==> config.mk <==
export PLATFORM = sky130hd
export DESIGN_NAME = lease_sampler_reader
export DESIGN_NICKNAME = d
export VERILOG_FILES = /design/src/rtl/lease_sampler_pkg.sv /design/src/rtl/record_serializer.sv /design/src/rtl/lease_sampler_reader.sv
export SDC_FILE = /design/constraint.sdc
export NUM_CORES = 1
export LEC_CHECK = 0
export CAP_MARGIN = 15
export CORE_MARGIN = 2
export CORE_UTILIZATION = 50
export DETAILED_ROUTE_END_ITERATION = 10
export PLACE_DENSITY = 0.81
export SYNTH_ARGS = -nofsm -noshare
export SYNTH_HDL_FRONTEND = slang
export SYNTH_SLANG_ARGS = --single-unit
==> constraint.sdc <==
create_clock -name clock_i -period 3.6 [get_ports clock_i]
set_input_delay 0.72 -clock clock_i [delete_from_list [all_inputs] [get_ports clock_i]]
set_output_delay 0.72 -clock clock_i [all_outputs]
set_load 0.05 [all_outputs]
==> src/rtl/lease_sampler_pkg.sv <==
// Shared types and defaults for the lease sampler and its host-side reader.
package lease_sampler_pkg;

  localparam int BW_BUF_ADDR_DEF = 13;
  localparam int N_BUFFER_DEF    = 8191;

  typedef enum logic [2:0] {
    IDLE, ISSUE, WAIT, LOAD, SEND, CLEAR, DONE
  } rd_state_e;

  // Order in which a record's fields leave on the stream
  localparam logic [2:0] WORD_ADDR     = 3'd0;
  localparam logic [2:0] WORD_INTERVAL = 3'd1;
  localparam logic [2:0] WORD_TRACE_LO = 3'd2;
  localparam logic [2:0] WORD_TRACE_HI = 3'd3;
  localparam logic [2:0] WORD_TARGET   = 3'd4;

  typedef struct packed {
    logic [31:0] interval;
    logic [31:0] address;
    logic [63:0] trace;
    logic [31:0] target;
  } record_t;

endpackage

==> src/rtl/record_serializer.sv <==
// Holds one 160-bit record and streams it as five 32-bit words.
// Fields pass through untouched (negative intervals are markers, not data to fix).
module record_serializer
  import lease_sampler_pkg::*;
(
  input  logic        clk,
  input  logic        rst_n,
  input  logic        load,
  input  record_t     rec,
  input  logic        stop,
  input  logic        ready,
  output logic        valid,
  output logic [31:0] data,
  output logic [2:0]  word,
  output logic        xfer,
  output logic        done
);

  record_t hold;

  assign xfer = valid & ready;
  assign done = xfer & (word == WORD_TARGET);

  // Capture on load; advance only on a handshake so data holds under backpressure
  always_ff @(posedge clk or negedge rst_n) begin
    if (!rst_n) begin
      hold  <= '0;
      valid <= 1'b0;
      word  <= WORD_ADDR;
    end else if (load) begin
      hold  <= rec;
      valid <= 1'b1;
      word  <= WORD_ADDR;
    end else if (xfer) begin
      if (word == WORD_TARGET || stop) valid <= 1'b0;
      else                             word  <= word + 3'd1;
    end
  end

  // Word select
  always_comb begin
    data = '0;
    case (word)
      WORD_ADDR:     data = hold.address;
      WORD_INTERVAL: data = hold.interval;
      WORD_TRACE_LO: data = hold.trace[31:0];
      WORD_TRACE_HI: data = hold.trace[63:32];
      WORD_TARGET:   data = hold.target;
      default:       data = '0;
    endcase
  end

endmodule

==> src/rtl/lease_sampler_reader.sv <==
// Drain engine: walks the record buffer, streams each record, then clears the buffer.
module lease_sampler_reader
  import lease_sampler_pkg::*;
#(
  parameter int BW_BUF_ADDR = BW_BUF_ADDR_DEF,
  parameter int N_BUFFER    = N_BUFFER_DEF,
  parameter int RD_LATENCY  = 1
) (
  input  logic                   clock_i,
  input  logic                   resetn_i,
  input  logic                   start_i,
  input  logic                   full_i,
  input  logic [31:0]            used_i,
  input  logic                   abort_i,
  output logic [BW_BUF_ADDR-1:0] buf_addr_o,
  output logic                   buf_rd_o,
  input  logic [31:0]            interval_i,
  input  logic [31:0]            address_i,
  input  logic [63:0]            trace_i,
  input  logic [31:0]            target_i,
  output logic [31:0]            data_o,
  output logic                   valid_o,
  input  logic                   ready_i,
  output logic                   last_o,
  output logic                   clear_o,
  output logic                   busy_o,
  output logic [31:0]            records_o
);

  // One extra index bit so a full buffer (N_BUFFER+1 records) ends without wrapping
  localparam int BW_IDX = BW_BUF_ADDR + 1;
  localparam logic [BW_IDX-1:0] MAX_COUNT = BW_IDX'(N_BUFFER + 1);

  rd_state_e         state;
  logic [BW_IDX-1:0] count, index, count_next;
  logic [1:0]        wcnt;
  logic              full_q, armed, abort_pend;
  logic              start_cond, stop, ser_load, last_rec;
  logic [2:0]        word;
  logic              xfer, done;
  record_t           rec;

  // armed blocks re-draining a buffer whose full flag has not yet dropped
  assign start_cond = armed & (start_i | (full_i & ~full_q));
  assign count_next = (used_i > 32'(N_BUFFER + 1)) ? MAX_COUNT : used_i[BW_IDX-1:0];
  assign stop       = abort_i | abort_pend;
  assign ser_load   = (state == LOAD) & ~abort_i;
  assign last_rec   = (index == count - BW_IDX'(1));
  assign rec        = '{interval: interval_i, address: address_i, trace: trace_i, target: target_i};

  // Outputs decode straight from the state register
  assign busy_o     = (state != IDLE) && (state != DONE);
  assign buf_rd_o   = (state == ISSUE) || (state == WAIT) || (state == LOAD) || (state == SEND);
  assign clear_o    = (state == CLEAR);
  assign buf_addr_o = buf_rd_o ? index[BW_BUF_ADDR-1:0] : '0;
  assign last_o     = valid_o & (state == SEND) & (word == WORD_TARGET) & last_rec;

  record_serializer u_ser (
    .clk   (clock_i),
    .rst_n (resetn_i),
    .load  (ser_load),
    .rec   (rec),
    .stop  (stop),
    .ready (ready_i),
    .valid (valid_o),
    .data  (data_o),
    .word  (word),
    .xfer  (xfer),
    .done  (done)
  );

  // Drain sequencing, record index and the transmitted-record count
  always_ff @(posedge clock_i or negedge resetn_i) begin
    if (!resetn_i) begin
      state      <= IDLE;
      count      <= '0;
      index      <= '0;
      wcnt       <= '0;
      full_q     <= 1'b0;
      armed      <= 1'b1;
      abort_pend <= 1'b0;
      records_o  <= '0;
    end else begin
      full_q <= full_i;
      if (!full_i) armed <= 1'b1;
      case (state)
        IDLE: if (start_cond) begin
          count     <= count_next;
          index     <= '0;
          records_o <= '0;
          armed     <= 1'b0;
          state     <= (count_next == '0) ? CLEAR : ISSUE;
        end
        ISSUE: begin
          wcnt <= '0;
          if (abort_i)             state <= CLEAR;
          else if (RD_LATENCY > 1) state <= WAIT;
          else                     state <= LOAD;
        end
        WAIT: begin
          if (abort_i)                          state <= CLEAR;
          else if (wcnt == 2'(RD_LATENCY - 2)) state <= LOAD;
          else                                  wcnt  <= wcnt + 2'd1;
        end
        LOAD: begin
          abort_pend <= 1'b0;
          state      <= abort_i ? CLEAR : SEND;
        end
        SEND: begin
          if (abort_i) abort_pend <= 1'b1;
          if (done) begin
            records_o  <= records_o + 32'd1;
            index      <= index + BW_IDX'(1);
            abort_pend <= 1'b0;
            state      <= (last_rec || stop) ? CLEAR : ISSUE;
          end else if (xfer && stop) begin
            abort_pend <= 1'b0;
            state      <= CLEAR;
          end
        end
        CLEAR:   state <= DONE;
        DONE:    state <= IDLE;
        default: state <= IDLE;
      endcase
    end
  end

endmodule

After elaboration in Yosys (flattened, before gate mapping)
Index checks and enable logic that the tools add are counted.
{"block": "word_totals", "reg_bits": 232, "inputBits": 198, "output_inout_bits": 82, "elab_cells": 110}
{"block": "op_classes", "n_addsub": 5, "order_cmp": 1, "n_eq_ne": 20, "n_mux": 35, "bitwise_logic": 12, "reduce_logical": 23}
{"operator": "one-hot mux 32 bit (5 select lines)", "n": 1}
{"operator": "two-way mux 32 bit", "n": 2}
{"operator": "one-hot mux 32 bit (2 select lines)", "n": 1}
{"operator": "two-way mux 14 bit", "n": 3}
{"operator": "two-way mux 3 bit", "n": 11}
{"operator": "adder 32 x 1 -> 32 bit (second input constant)", "n": 1}
{"operator": "> comparator 32 x 14 -> 1 bit (second input constant)", "n": 1}
{"operator": "one-hot mux 14 bit (2 select lines)", "n": 1}
{"operator": "one-hot mux 3 bit (6 select lines)", "n": 1}
{"operator": "adder 14 x 1 -> 14 bit (second input constant)", "n": 1}
{"operator": "equality test 14 bit", "n": 1}
{"operator": "zero test 14 bit", "n": 1}
{"operator": "subtractor 14 x 1 -> 14 bit (second input constant)", "n": 1}
{"operator": "two-way mux 13 bit", "n": 1}
{"operator": "equality test 3 x 2 -> 1 bit (second input constant)", "n": 4}
{"operator": "two-way mux 1 bit", "n": 10}
{"operator": "!= test 2 bit (second input constant)", "n": 5}
{"operator": "nonzero test 2 bit", "n": 5}
{"operator": "equality test 3 bit (second input constant)", "n": 3}
{"operator": "AND reduction 3 bit", "n": 3}
{"operator": "bitwise AND 1 bit", "n": 8}
{"operator": "AND reduction 2 bit", "n": 4}
{"operator": "equality test 3 x 1 -> 1 bit (second input constant)", "n": 2}
{"operator": "zero test 3 bit", "n": 2}
{"operator": "14 further kinds", "n": 23}

Logic depth before layout (Yosys ltp)
{"block": "logic_depth", "word_depth": 6, "mapped_depth": 10, "ltp_nobuf": 8}

Modules after synthesis
From an unflattened synthesis, not the netlist that was laid out.
{"block": "unflattened", "hier_cells": 954, "area_unflattened_um2": 11136.9}
{"module": "record_serializer", "instances": 1, "cells_each": 512, "area_per_inst_um2": 7181.9, "seq_area_each_um2": 4103.9}
{"module": "lease_sampler_reader", "instances": 1, "cells_each": 442, "area_per_inst_um2": 3955.0, "seq_area_each_um2": 1702.9}

Worst setup path after synthesis
OpenSTA, ideal clock, no wires.
{"block": "synth_timing", "kind": "flip-flop to output port", "from": "register count[3]", "to": "output port last_o", "arrival_ns": 3.858, "required_time_ns": 2.880, "path_slack_ns": -0.978, "path_stages_with_launch": 9, "path_buffers": 2, "path_cell_list": "dfrtp_1 -> buf_6 -> or4_4 -> buf_6 -> or3_4 -> or4_4 -> a211oi_2 -> nor2_1 -> nor4_1"}
{"block": "synth_via", "elab_chain_cells": 3}
{"item": "from (decl)", "line": "lease_sampler_reader.sv:35", "rtl": "logic [BW_IDX-1:0] count, index, count_next;"}
{"item": "from (signal assigned)", "line": "lease_sampler_reader.sv:88", "rtl": "count <= count_next;"}
{"item": "subtractor 14 x 1 -> 14 bit", "line": "lease_sampler_reader.sv:48", "rtl": "assign last_rec = (index == count - BW_IDX'(1));"}
{"item": "equality test 14 bit", "line": "lease_sampler_reader.sv:48"}
{"item": "bitwise AND 1 bit", "line": "lease_sampler_reader.sv:56", "rtl": "assign last_o = valid_o & (state == SEND) & (word == WORD_TARGET) & last_rec;"}
{"item": "to (decl)", "line": "lease_sampler_reader.sv:24", "rtl": "output logic last_o,"}
Every way passes these cells.

Worst setup path in the final report
Same ends and word-level chain as after synthesis.

==> metrics.txt <==
DR iter-0 viols between 400 and 500; Total GRT Usage about a quarter; Post-Synthesis Cells 950; total of max-cap violations 0; die area ~23000 sq um; vias after detailed routing slightly below 9000; Synth area leaders dfrtp_1, mux2_1, a22oi_1, xor2_1, nor2_1; final cell count without fillers between 1500 and 2000; number of port buffers around 280; Setup violations, final 1; Hold-fix buffers, CTS 0; row cnt 54; leading area contributor after synthesis dfrtp_1; Critical Path, Cell by Cell or4_4 -> or3_4 -> or4_4 -> a211oi_4 -> nor2_2 -> nor4_4 -> buf_12; final wirelength 29900 um; Crit path required time roughly 2.9 ns; critical path endpoint category output pin; area of the multi-input gates 4950 sq um; Post-Syn Nets between 1000 and 1500; RSZ-0062 raised after global routing true; GPL Wtd Cong approximately 0.87; CP dominant cell by count or4_4; crit path kind flip-flop to output pin; Slew Limit Fails 0; Top Ports between 200 and 300; Worst-path clk slew 0.06 ns; failing checks negative setup slack; Die H roughly 150 um; FF-to-FF Start u_ser.word[0]; Worst R2R Path Depth 8; largest net degree at the start of global routing 100; Distinct cells, synth between 50 and 60; register area about 5800 sq um; nets ~1400; Post-synth EDFFs 0; Hold Fails Final Rpt 0; commonest cells after routing, fill and taps aside clkdlybuf4s50_1, dfrtp_1, mux2_1; Max Fclk around 270 MHz; vias in the first global route roughly 9000; Hold WC Path Type input pin to asynchronous set/reset pin; Max transition margin 40.0%; clk sinks 232; crit-path max cell delay 0.55 ns; first-pass GRT wire length 48200 um; Cell Count Post-Placement approximately 1500; Wirelength per Cell roughly 20 um; post-DP HPWL roughly 21000 um; DRC Markers 0; crit share post-route 102%; layout cells sized above 1 10.2%; Die Width 152 um; ys async rst share between 90% and 100%; Max clock buf depth 3; Pleak approximately 0.0067 uW; CTS buffer count 25; antenna violations before repair 2; fill cell count between 1500 and 2000; TNS Setup -0.0623 ns; most common cell after layout, fill and taps aside clkdlybuf4s50_1; yosys warns 0; crit path DAT between 2 and 3 ns; Worst path depth 7; H-tree levels 1; area growth from synthesis to layout 40.6%; post-synth top area share 52.7%; Slowest-stage cell, CP or4_4; cell area after synthesis ~11000 sq um; DRT Pass-1 Iters 5; critical path startpoint count[3]; Tightest Pin Transition slightly below 0.9 ns; Max FO, Critical Path 2; Core ar. ~22000 sq um; status finished with violations; CP Buf/Inv Count 1; CTS tree done; Initial Util slightly above 50%; Clock Tree Root clkbuf_16; delay-heaviest family, CP simple AND/OR/NAND/NOR gates; Post-synth top flop dfrtp_1; Seq/Total Area, Yosys between 50% and 60%; Worst setup SP type flip-flop; later-pin clock latency in the skew report roughly 0.52 ns; drt via density 5.68; final worst slack -0.0623 ns; FF+latch count, synth between 200 and 250; peak supply drop 0.855 mV; ANT nets after route 0; clock skew between 0.01 and 0.015 ns; Tmin final between 3 and 4 ns; grt ovf 0; syn_area_per_cell ~12 sq um; power density over cell area around 800 nW/um^2
-- final timing paths --
| path | to | slack [ns] |
|---|---|---|
| setup / recovery | last_o | -0.06 |
| hold / removal | count[9] | 0.22 |
| setup reg to reg | records_o[11] | 0.93 |
| hold reg to reg | u_ser.hold[24] | 0.48 |
| max in group asynchronous | u_ser.hold[42] | 2.50 |
| min in group clock_i | u_ser.hold[24] | 0.48 |
-- cells in the mapped netlist (all sizes together) (2+ instances only) --
| library cell | instances |
|---|---|
| nand4 | 17 |
| o32ai | 2 |
| and4 | 5 |
| a22oi | 56 |
| and3 | 9 |
| mux2 | 161 |
| a2111oi | 4 |
| a211oi | 5 |
| nand3 | 43 |
| dfrtp | 231 |
| nor2b | 6 |
| xnor2 | 12 |
| or3 | 4 |
| o21a | 2 |
| o211ai | 6 |
| nor3b | 2 |
| ha | 9 |
| nor2 | 65 |
| a22o | 10 |
| mux2i | 4 |
| a31o | 2 |
| nand2b | 5 |
| and2 | 21 |
| a222oi | 8 |
| o21ai | 18 |
| nor3 | 13 |
| nand3b | 2 |
| nor4 | 8 |
| buf | 10 |
| clkbuf | 47 |
| nand2 | 60 |
| inv | 15 |
| or4 | 7 |
| xor2 | 43 |
| a21oi | 18 |
| o22ai | 6 |
-- per-stage QoR --
step                total power (uW)  util, %  cell area, sq um  setup WS, ns  hold slack (ns)
finish                         12400     71.1             15400       -0.0623            0.221
global route                   13100     71.1             15400        -0.158            0.292
CTS                            12500     70.8             15400        -0.165            0.263
detailed placement              9910     66.8             14500         0.248            0.475
global placement                9760     66.8             14500         0.260            0.467
floorplan                       7190        -             11000        0.0174            0.424
-- registers in the layout, indices dropped and copies added, names as in the netlist, 2 cells and up --
signal      cells
count          14
u_ser.hold    160
state           3
u_ser.word      3
index          14
wcnt            2
records_o      32
-- per-layer routing --
metal | global-route usage (%) | share of wire (%)
met1 | 32.3 | 39
met2 | 42.7 | 49
met3 | 8.50 | 9.5
met4 | 7.70 | 2.7
met5 | 0 | 0.043
-- logic make-up after synthesis --
group / after synthesis / synth area share (%)
multiplexers: 165 / 16.9
flip-flops: 232 / 53.0
AO/OA/AOI/OAI: 145 / 9.66
buffers and inverters: 73 / 2.64
AND/OR/NAND/NOR: 271 / 12.4
adder cells (fa/ha/maj): 9 / 1.03
XOR/XNOR: 55 / 4.39
-- power by group --
group          internal, uW  switching [uW]
logic                  2580            3120
clock network          1530            1020
registers              3580             592
-- worst reg2reg max path: stages, from the launching register on --
cell,delay [ns]
dfrtp_1,0.42
inv_1,0.10
ha_1,0.16
and2_2,0.45
nand3_1,0.33
a21oi_1,0.45
and4_1,0.38
a21oi_1,0.11
a31o_1,0.19
-- repair_timing --
item / 4_1_cts / 5_1_grt
cloned: 0 / 0
resized for setup: 3 / 7
endpoints found under the setup margin: 1 / 20
pin swaps: 6 / 4
buffers inserted: 4 / 4
-- layout make-up --
| type | instances | area share (%) |
|---|---|---|
| inverter | 16 | 0.390 |
| clock buffer | 39 | 4.72 |
| sequential | 232 | 37.7 |
| antenna | 1 | 0.0162 |
| clock inverter | 6 | 0.584 |
| multi-input combinational | 645 | 32.1 |
| tap | 280 | 2.27 |
| timing repair buffer | 314 | 22.2 |
No activity file was read; power rests on OpenSTA's default activity.
